**config.mk**
```make
export PLATFORM = sky130hd
export DESIGN_NAME = aes_core_arbiter_flat
export DESIGN_NICKNAME = d
export VERILOG_FILES = /design/src/rtl/aes_core_arbiter_pkg.sv /design/src/rtl/aes_core_arbiter_if.sv /design/src/rtl/aes_core_arbiter_rr_arbiter2.sv /design/src/rtl/aes_core_arbiter.sv /design/src/flat_wrapper.sv
export SDC_FILE = /design/constraint.sdc
export NUM_CORES = 1
export LEC_CHECK = 0
export CELL_PAD_IN_SITES_DETAIL_PLACEMENT = 1
export CELL_PAD_IN_SITES_GLOBAL_PLACEMENT = 2
export CORE_AREA = 2 2 257 259
export DETAILED_ROUTE_END_ITERATION = 16
export DIE_AREA = 0 0 259 261
export GPL_TIMING_DRIVEN = 0
export HOLD_SLACK_MARGIN = 0.08
export MAX_ROUTING_LAYER = met4
export PLACE_DENSITY_LB_ADDON = 0.1
export SLEW_MARGIN = 10
export SYNTH_ARGS = -nofsm -noshare
export SYNTH_HDL_FRONTEND = slang
export SYNTH_HIERARCHICAL = 1
export SYNTH_SLANG_ARGS = --single-unit
export TNS_END_PERCENT = 10
```
**constraint.sdc**
```tcl
create_clock -name clk -period 2.5 [get_ports clk]
set_input_delay 0.5 -clock clk [delete_from_list [all_inputs] [get_ports clk]]
set_output_delay 0.5 -clock clk [all_outputs]
set_load 0.1 [all_outputs]
```
**src/rtl/aes_core_arbiter_pkg.sv**
```systemverilog
// Shared control definitions for the two-requester AES core front end:
// key-length and mode encodings, round counts and FSM state codes.
package aes_ctrl_pkg;

    localparam logic [1:0] KLEN_128 = 2'b00;
    localparam logic [1:0] KLEN_192 = 2'b01;
    localparam logic [1:0] KLEN_256 = 2'b10;
    localparam logic [1:0] KLEN_ILL = 2'b11;

    localparam logic MODE_CIPHER = 1'b0;
    localparam logic MODE_INV    = 1'b1;

    localparam logic [3:0] NR_128 = 4'd10;
    localparam logic [3:0] NR_192 = 4'd12;
    localparam logic [3:0] NR_256 = 4'd14;

    typedef logic [2:0] aes_state_t;

    localparam aes_state_t ST_IDLE    = 3'd0;
    localparam aes_state_t ST_LOAD    = 3'd1;
    localparam aes_state_t ST_ROUND   = 3'd2;
    localparam aes_state_t ST_CAPTURE = 3'd3;
    localparam aes_state_t ST_RESP    = 3'd4;

    // Illegal key length never reaches the round counter, so its value is don't-care.
    function automatic logic [3:0] nr_of_klen(input logic [1:0] klen);
        logic [3:0] nr;
        case (klen)
            KLEN_128: nr = NR_128;
            KLEN_192: nr = NR_192;
            KLEN_256: nr = NR_256;
            default:  nr = NR_128;
        endcase
        return nr;
    endfunction

endpackage

```
**src/rtl/aes_core_arbiter_if.sv**
```systemverilog
// Bus bundle between the two requesters, the shared AES core and the
// response consumer; slave is the arbiter view, master the environment view.
interface aes_core_arbiter_if;

    logic         req0_valid;
    logic         req0_ready;
    logic [127:0] req0_data;
    logic         req0_mode;
    logic [1:0]   req0_klen;

    logic         req1_valid;
    logic         req1_ready;
    logic [127:0] req1_data;
    logic         req1_mode;
    logic [1:0]   req1_klen;

    logic         core_start;
    logic         core_mode;
    logic [1:0]   core_klen;
    logic [127:0] core_data;
    logic [3:0]   core_round;
    logic [127:0] core_result;

    logic         rsp_valid;
    logic         rsp_ready;
    logic [127:0] rsp_data;
    logic         rsp_id;
    logic         rsp_err;

    logic         busy;

    modport slave (
        input  req0_valid, req0_data, req0_mode, req0_klen,
        output req0_ready,
        input  req1_valid, req1_data, req1_mode, req1_klen,
        output req1_ready,
        output core_start, core_mode, core_klen, core_data, core_round,
        input  core_result,
        output rsp_valid, rsp_data, rsp_id, rsp_err,
        input  rsp_ready,
        output busy
    );

    modport master (
        output req0_valid, req0_data, req0_mode, req0_klen,
        input  req0_ready,
        output req1_valid, req1_data, req1_mode, req1_klen,
        input  req1_ready,
        input  core_start, core_mode, core_klen, core_data, core_round,
        output core_result,
        input  rsp_valid, rsp_data, rsp_id, rsp_err,
        output rsp_ready,
        input  busy
    );

endinterface

```
**src/rtl/aes_core_arbiter_rr_arbiter2.sv**
```systemverilog
// Two-way round-robin grant with a one-bit "last granted" pointer.
// After reset the pointer says req1 went last, so req0 wins the first tie.
module rr_arbiter2 (
    input  logic       clk,
    input  logic       rst_n,
    input  logic [1:0] req,
    input  logic       advance,
    output logic [1:0] grant
);

    logic last_r;
    logic [1:0] grant_s;

    // Grant selection: a lone requester wins, a tie goes to the one not served last.
    always_comb begin
        grant_s = 2'b00;
        case (req)
            2'b01:   grant_s = 2'b01;
            2'b10:   grant_s = 2'b10;
            2'b11:   grant_s = last_r ? 2'b01 : 2'b10;
            default: grant_s = 2'b00;
        endcase
    end

    // Pointer update only when a grant is actually consumed.
    always_ff @(posedge clk) begin
        if (!rst_n) begin
            last_r <= 1'b1;
        end else if (advance) begin
            last_r <= grant_s[1];
        end else begin
            last_r <= last_r;
        end
    end

    assign grant = grant_s;

endmodule

```
**src/rtl/aes_core_arbiter.sv**
```systemverilog
// Front end for a shared iterative AES core: arbitrates two requesters,
// sequences the core rounds and returns the result over a valid/ready channel.
module aes_core_arbiter
    import aes_ctrl_pkg::*;
(
    input  logic              clk,
    input  logic              rst_n,
    aes_core_arbiter_if.slave bus
);

    aes_state_t   state_r;
    logic         core_start_r;
    logic [3:0]   core_round_r;
    logic         core_mode_r;
    logic [1:0]   core_klen_r;
    logic [127:0] core_data_r;
    logic         rsp_valid_r;
    logic [127:0] rsp_data_r;
    logic         rsp_id_r;
    logic         rsp_err_r;
    logic         busy_r;

    logic [1:0]   req_valid_s;
    logic [1:0]   grant_s;
    logic         idle_s;
    logic         ready0_s;
    logic         ready1_s;
    logic         accept_s;
    logic         sel_s;
    logic [127:0] sel_data_s;
    logic         sel_mode_s;
    logic [1:0]   sel_klen_s;
    logic [3:0]   nr_s;

    rr_arbiter2 u_arb (
        .clk     (clk),
        .rst_n   (rst_n),
        .req     (req_valid_s),
        .advance (accept_s),
        .grant   (grant_s)
    );

    // Ready follows the live grant so a requester that drops valid in IDLE is simply skipped.
    always_comb begin
        req_valid_s = {bus.req1_valid, bus.req0_valid};
        idle_s      = (state_r == ST_IDLE);
        ready0_s    = rst_n & idle_s & grant_s[0];
        ready1_s    = rst_n & idle_s & grant_s[1];
        accept_s    = (ready0_s & bus.req0_valid) | (ready1_s & bus.req1_valid);
        sel_s       = grant_s[1];
        nr_s        = nr_of_klen(core_klen_r);
        if (sel_s) begin
            sel_data_s = bus.req1_data;
            sel_mode_s = bus.req1_mode;
            sel_klen_s = bus.req1_klen;
        end else begin
            sel_data_s = bus.req0_data;
            sel_mode_s = bus.req0_mode;
            sel_klen_s = bus.req0_klen;
        end
    end

    // Job sequencer: accept, launch, count rounds, capture, hand the result back.
    always_ff @(posedge clk) begin
        if (!rst_n) begin
            state_r      <= ST_IDLE;
            core_start_r <= 1'b0;
            core_round_r <= 4'd0;
            core_mode_r  <= MODE_CIPHER;
            core_klen_r  <= KLEN_128;
            core_data_r  <= 128'd0;
            rsp_valid_r  <= 1'b0;
            rsp_data_r   <= 128'd0;
            rsp_id_r     <= 1'b0;
            rsp_err_r    <= 1'b0;
            busy_r       <= 1'b0;
        end else begin
            case (state_r)
                ST_IDLE: begin
                    core_round_r <= 4'd0;
                    if (accept_s) begin
                        core_mode_r <= sel_mode_s;
                        core_klen_r <= sel_klen_s;
                        core_data_r <= sel_data_s;
                        rsp_id_r    <= sel_s;
                        busy_r      <= 1'b1;
                        // Illegal key length bypasses the core and reports straight away.
                        if (sel_klen_s == KLEN_ILL) begin
                            state_r     <= ST_RESP;
                            rsp_valid_r <= 1'b1;
                            rsp_err_r   <= 1'b1;
                            rsp_data_r  <= 128'd0;
                        end else begin
                            state_r      <= ST_LOAD;
                            core_start_r <= 1'b1;
                            rsp_err_r    <= 1'b0;
                        end
                    end
                end
                ST_LOAD: begin
                    core_start_r <= 1'b0;
                    core_round_r <= 4'd1;
                    state_r      <= ST_ROUND;
                end
                ST_ROUND: begin
                    if (core_round_r == nr_s) begin
                        state_r <= ST_CAPTURE;
                    end else begin
                        core_round_r <= core_round_r + 4'd1;
                    end
                end
                ST_CAPTURE: begin
                    rsp_data_r  <= bus.core_result;
                    rsp_valid_r <= 1'b1;
                    state_r     <= ST_RESP;
                end
                ST_RESP: begin
                    if (bus.rsp_ready) begin
                        rsp_valid_r <= 1'b0;
                        busy_r      <= 1'b0;
                        state_r     <= ST_IDLE;
                    end
                end
                default: begin
                    state_r      <= ST_IDLE;
                    core_start_r <= 1'b0;
                    rsp_valid_r  <= 1'b0;
                    busy_r       <= 1'b0;
                end
            endcase
        end
    end

    assign bus.req0_ready = ready0_s;
    assign bus.req1_ready = ready1_s;
    assign bus.core_start = core_start_r;
    assign bus.core_round = core_round_r;
    assign bus.core_mode  = core_mode_r;
    assign bus.core_klen  = core_klen_r;
    assign bus.core_data  = core_data_r;
    assign bus.rsp_valid  = rsp_valid_r;
    assign bus.rsp_data   = rsp_data_r;
    assign bus.rsp_id     = rsp_id_r;
    assign bus.rsp_err    = rsp_err_r;
    assign bus.busy       = busy_r;

endmodule

```
**src/flat_wrapper.sv**
```systemverilog
// flat-port wrapper written by rule: the top's interface ports become plain ports
module aes_core_arbiter_flat import aes_ctrl_pkg::*;
  (clk, rst_n, bus_req0_valid, bus_req0_data, bus_req0_mode, bus_req0_klen, bus_req0_ready, bus_req1_valid, bus_req1_data, bus_req1_mode, bus_req1_klen, bus_req1_ready, bus_core_start, bus_core_mode, bus_core_klen, bus_core_data, bus_core_round, bus_core_result, bus_rsp_valid, bus_rsp_data, bus_rsp_id, bus_rsp_err, bus_rsp_ready, bus_busy);
  aes_core_arbiter_if bus_i ();
  input  logic clk;
  input  logic rst_n;
  input wire logic [$bits(bus_i.req0_valid)-1:0] bus_req0_valid;
  input wire logic [$bits(bus_i.req0_data)-1:0] bus_req0_data;
  input wire logic [$bits(bus_i.req0_mode)-1:0] bus_req0_mode;
  input wire logic [$bits(bus_i.req0_klen)-1:0] bus_req0_klen;
  output wire logic [$bits(bus_i.req0_ready)-1:0] bus_req0_ready;
  input wire logic [$bits(bus_i.req1_valid)-1:0] bus_req1_valid;
  input wire logic [$bits(bus_i.req1_data)-1:0] bus_req1_data;
  input wire logic [$bits(bus_i.req1_mode)-1:0] bus_req1_mode;
  input wire logic [$bits(bus_i.req1_klen)-1:0] bus_req1_klen;
  output wire logic [$bits(bus_i.req1_ready)-1:0] bus_req1_ready;
  output wire logic [$bits(bus_i.core_start)-1:0] bus_core_start;
  output wire logic [$bits(bus_i.core_mode)-1:0] bus_core_mode;
  output wire logic [$bits(bus_i.core_klen)-1:0] bus_core_klen;
  output wire logic [$bits(bus_i.core_data)-1:0] bus_core_data;
  output wire logic [$bits(bus_i.core_round)-1:0] bus_core_round;
  input wire logic [$bits(bus_i.core_result)-1:0] bus_core_result;
  output wire logic [$bits(bus_i.rsp_valid)-1:0] bus_rsp_valid;
  output wire logic [$bits(bus_i.rsp_data)-1:0] bus_rsp_data;
  output wire logic [$bits(bus_i.rsp_id)-1:0] bus_rsp_id;
  output wire logic [$bits(bus_i.rsp_err)-1:0] bus_rsp_err;
  input wire logic [$bits(bus_i.rsp_ready)-1:0] bus_rsp_ready;
  output wire logic [$bits(bus_i.busy)-1:0] bus_busy;
  assign bus_i.req0_valid = bus_req0_valid;
  assign bus_i.req0_data = bus_req0_data;
  assign bus_i.req0_mode = bus_req0_mode;
  assign bus_i.req0_klen = bus_req0_klen;
  assign bus_req0_ready = bus_i.req0_ready;
  assign bus_i.req1_valid = bus_req1_valid;
  assign bus_i.req1_data = bus_req1_data;
  assign bus_i.req1_mode = bus_req1_mode;
  assign bus_i.req1_klen = bus_req1_klen;
  assign bus_req1_ready = bus_i.req1_ready;
  assign bus_core_start = bus_i.core_start;
  assign bus_core_mode = bus_i.core_mode;
  assign bus_core_klen = bus_i.core_klen;
  assign bus_core_data = bus_i.core_data;
  assign bus_core_round = bus_i.core_round;
  assign bus_i.core_result = bus_core_result;
  assign bus_rsp_valid = bus_i.rsp_valid;
  assign bus_rsp_data = bus_i.rsp_data;
  assign bus_rsp_id = bus_i.rsp_id;
  assign bus_rsp_err = bus_i.rsp_err;
  assign bus_i.rsp_ready = bus_rsp_ready;
  assign bus_busy = bus_i.busy;
  aes_core_arbiter u_core (.clk(clk), .rst_n(rst_n), .bus(bus_i));
endmodule
```
After elaboration in Yosys (flattened, before gate mapping)
Cells that the tools add are included.
- register bits: 272
- word-level logic and storage cells: 78
- output and inout port bits: 270
- input bits: 395
- reduce and logical (&&, ||, !) cells: 13
- muxes and demuxes: 26
- add/sub/neg operators: 1
- equal/unequal tests: 17
- bitwise logic cells: 9
- operators by type and width (kind ; count):
    128-bit 2-to-1 mux ; 3
    128-bit case mux with 2 select lines ; 1
    3-bit case mux with 5 select lines ; 1
    3-bit 2-to-1 mux ; 4
    4-bit case mux with 3 select lines ; 1
    3-bit AND reduction ; 4
    2-bit != test, second input constant ; 5
    2-bit equality test, second input constant ; 4
    1-bit 2-to-1 mux ; 8
    3-bit by 2-bit equality test with 1-bit output, second input constant ; 2
    2-bit case mux with 3 select lines ; 1
    3-bit case mux with 2 select lines ; 1
    3-bit OR reduction ; 2
    1-bit AND ; 5
    4-bit by 1-bit adder with 4-bit output, second input constant ; 1
    2-bit by 1-bit equality test with 1-bit output, second input constant ; 2
    4-bit equality test ; 1
    2-bit 2-to-1 mux ; 2
    4-bit 2-to-1 mux ; 1
    1-bit case mux with 4 select lines ; 1
    2-bit AND reduction ; 2
    4-bit AND reduction ; 1
    3-bit by 1-bit equality test with 1-bit output, second input constant ; 1
    3-bit equality test, second input constant ; 1
    9 further kinds ; 11

Longest topological paths before layout
- depth after elaboration: 7
- depth in mapped cells: 8
- depth with buffers taken out: 6

Cells and area by module
Netlist, hierarchy kept.
- by module, submodules not included (module ; area each (µm²) ; cells an instance ; times used):
    aes_core_arbiter ; 10615.2 ; 950 ; 1
    rr_arbiter2 ; 57.6 ; 7 ; 1

Worst setup path before layout
Ideal clock, no wire load.
- kind: input to output
- start: input port bus_req1_valid
- end: output port bus_req1_ready
- stages: 5
- path buffers: 3
- arrival: 3.563 ns
- slack: -1.563 ns
- cells stage by stage: a21boi_1 > buf_2 > buf_2 > buf_2 > nor3b_1
- word-level cells in the longest chain between the ends: 3
- elaborated cells on any way between the ends: 5
- RTL lines (element ; line ; RTL):
    start, declared ; flat_wrapper.sv:12 ; input wire logic [$bits(bus_i.req1_valid)-1:0] bus_req1_valid;
    2-bit equality test / 2-bit by 1-bit equality test with 1-bit output (equally long branches) ; aes_core_arbiter_rr_arbiter2.sv:17 ; case (req)
    2-bit case mux with 3 select lines (*) ; aes_core_arbiter_rr_arbiter2.sv:17 ;
    1-bit AND (*) ; aes_core_arbiter.sv:48 ; ready1_s = rst_n & idle_s & grant_s[1];
    end, declared ; flat_wrapper.sv:16 ; output wire logic [$bits(bus_i.req1_ready)-1:0] bus_req1_ready;
Every way passes the cells marked *; elsewhere a longest branch is shown, timed or not.

Worst setup path after layout
- start: register u_core.busy_r, in the netlist u_core/bus.busy
- end: output port bus_busy
- RTL lines (element ; line ; RTL):
    start, declared ; aes_core_arbiter.sv:21 ; logic busy_r;
    start signal, assigned ; aes_core_arbiter.sv:76 ; busy_r <= 1'b0;
    start signal, assigned ; aes_core_arbiter.sv:86 ; busy_r <= 1'b1;
    start signal, assigned ; aes_core_arbiter.sv:120 ; busy_r <= 1'b0;
    end, declared ; flat_wrapper.sv:28 ; output wire logic [$bits(bus_i.busy)-1:0] bus_busy;
No word-level cell between the ends.

==> impl_metrics.ini <==
[yosys]
syn_inst = 957
syn_nets = 1354
synth-compound-area-share_pct = 24.5
synthAdderAreaFrac_pct = 0.234
synth_area_per_cell_um2 = 11.2
synth_edf_count = 0
netlist_area_mm2 = 0.0107
synth-xor-area-share_pct = 0.328
postSynth.asyncResetShare_pct = 0
yosysSeqAreaShare_pct = 51.0
ys.flop_type = dfxtp_1
yosysWarningCount = 6
yosys.area_share.simple_pct = 6.85
synth_cell_types = 46
yosys_register_bits = 272
synthMuxAreaShare_pct = 12.4
synth_top_family_by_area = compound AO/OA/AOI/OAI gates

[layout]
multi_input_area_mm2 = 0.00476
ff_latch_area_mm2 = 0.00545
nNetsFinal = 2056
drive_gt1_share_pct = 6.99
area_growth_pct = 81.6
final_area_mm2 = 0.0194
final_cell_mix = clkdlybuf4s50_1, dfxtp_1, dlygate4sd2_1
fill_cells = 7322
layout_commonest_cell = clkdlybuf4s50_1
fin_cells = 2564

[floorplanning]
initial_utilization_pct = 16.4
die_width_um = 259
rows = 94
die_h_um = 261
core_area_mm2 = 0.0650
pin_count = 665
die-area_mm2 = 0.0676

[critical_path]
path_buf_inv = 1
criticalPathCategory = flip-flop to output pin
cp_data_arrival_time_ps = 1920
end_kind = output pin
crit_start = u_core/bus.busy
crit_family = buffers and inverters
r2r_start = u_core/u_arb/last_r
slowest_delay_ps = 1030
path_cells = dlygate4sd2_1
start_kind = flip-flop
required_ps = 2000
slowest_stage = dlygate4sd2_1
path_max_fanout = 2

[clock_network]
clk_pin_slew_ps = 60
numCtsBuffers = 36
root_buffer = clkbuf_16
cts_tree = yes
cts_hold_buf = 0
cts_num_sinks = 272
htreeDepth = 2
clk_latency_ps = 550
cts_buffer_depth = 3

[global_routing]
grt_max_degree = 12
antenna_found_initial = 11
grt_pass1_wl_mm = 79.8
grt_pass1_vias = 11300
grt_use_total_pct = 16.7
grt_overflow = 0

[pwr]
power_density_mw_per_mm2 = 691
peakVddDrop_v = 0.000375
p_comb_share_pct = 27.1
pwr-share-clk_pct = 38.0
switching_share_pct = 35.0
switchingPower_w = 0.00468
p_seq_share_pct = 34.9
intPower_w = 0.00871
leakage_nw = 9.88

[detailed_routing]
drc = 0
ant_nets = 0
wl_per_cell_um = 22.4
vias_per_cell = 4.06
drtIter0Drc = 322
wl_mm = 57.5
dr_total_vias = 10400
dr.pass1.iters = 6

[place]
place_inst = 2485
port_buffers = 664
dpl-instance-area_mm2 = 0.0184
dp_hpwl_mm = 46.1
place_congestion = 0.781

[sta]
period_needed_ps = 2420
final-hold-violation-count = 0
worst_pin_slew_ps = 1220
rsz0062_at_grt = no
setup-violations-final = 0
fmax_mhz = 413
slew_viol_final = 0
fin_skew_ps = 20.8
period_share_pct = 96.8
maxSlewHeadroom_pct = 19.1

[worst_hold_path]
hold_path_startpoint = rst_n
min_path_type = primary input to flip-flop

[outcome]
status = finished clean

[flow_run]
maxCapViolations = 0
-- kinds of logic (layout without fill, tap and decap cells) --
family / count (synthesis) / count (layout)
flip-flops: 272 / 272
buffers and inverters: 96 / 826
XOR/XNOR: 4 / 4
AO/OA/AOI/OAI: 284 / 284
adder cells (fa/ha/maj): 2 / 2
multiplexers: 132 / 132
other: 0 / 13
AND/OR/NAND/NOR: 167 / 167
-- layer usage --
| layer | GRT usage, % | routed length [um] | up-vias |
|---|---|---|---|
| li1 | - | - | 4982 |
| met1 | 18.4 | 22700 | 4998 |
| met2 | 28.4 | 28800 | 358 |
| met3 | 4.99 | 4230 | 71 |
| met4 | 6.28 | 1710 | 0 |
| met5 | - | 0 | - |
-- cell usage after synthesis (2+ instances only) --
cell type  count  area share, %
dfxtp_1      272             51
nand2_1      136            4.8
o211a_1      133             12
mux2i_1      132             12
a22o_1       128             11
clkbuf_1      46            1.6
buf_2         30            1.4
buf_6         13            1.4
nor2b_1        5           0.29
a21oi_1        4           0.19
nor3b_1        4           0.28
a21boi_1       3           0.21
buf_1          3           0.11
inv_1          3           0.11
nand3b_1       3           0.21
nor2_1         3           0.11
a22oi_1        2           0.14
and2_1         2           0.12
and3_1         2           0.12
ha_1           2           0.23
nand2b_1       2           0.12
o21ai_0        2          0.094
or3b_1         2           0.16
xnor2_1        2           0.16
xor2_1         2           0.16
-- repair_timing --
action / CTS / global route
buffers inserted: 1 / 0
gates cloned: 0 / 0
setup endpoints to repair: 524 / 27
pin swaps: 1 / 1
resized for setup: 311 / 5
hold endpoints to repair: 0 / 0
-- state kept, by name (all words and copies together) (netlist names) --
register and count:
u_core/bus.busy 1, u_core/bus.rsp_id 1, u_core/u_arb/last_r 1, u_core/bus.core_data 128, u_core/bus.core_start 1, u_core/bus.rsp_data 128, u_core/bus.core_mode 1, u_core/bus.core_round 4
u_core/bus.rsp_err 1, u_core/state_r 3, u_core/bus.core_klen 2, u_core/bus.rsp_valid 1
-- cell type report --
cell class | count | share of cell area, %
timing repair buffer | 665 | 32.7
sequential | 272 | 28.1
multi-input combinational | 589 | 24.6
tap | 864 | 5.58
clock buffer | 55 | 5.53
buffer | 92 | 2.76
clock inverter | 11 | 0.471
antenna | 13 | 0.168
inverter | 3 | 0.0581
-- worst paths after layout --
check | to | slack, ps | cells past startpoint
max | bus_busy | 80 | 1
min | u_core/u_arb/last_r | 310 | 3
max reg2reg | u_core/bus.rsp_data[108] | 210 | 9
min reg2reg | u_core/bus.rsp_data[67] | 470 | 1
-- power groups by stage --
stage                     sequential, W  combinational (W)  clock (W)
after floorplan                 0.00629           0.000793          0
after global placement          0.00476            0.00380          0
after detailed placement        0.00477            0.00380          0
after CTS                       0.00468            0.00368    0.00534
after global routing            0.00470            0.00380    0.00550
final                           0.00467            0.00362    0.00509
-- stage by stage --
stage               power, W  setup slack (ps)  hold WS, ps  setup TNS [ps]  util [%]
finish                0.0134              79.7          311               0      29.8
global route          0.0140              4.18          308               0      29.8
CTS                   0.0137              16.4          471               0      29.7
detailed placement   0.00857             -1940          458         -203270      28.3
global placement     0.00857             -1890          455         -195790      28.3
floorplan            0.00709              -204          558            -204         -
No activity file was read; power rests on OpenSTA's default activity.
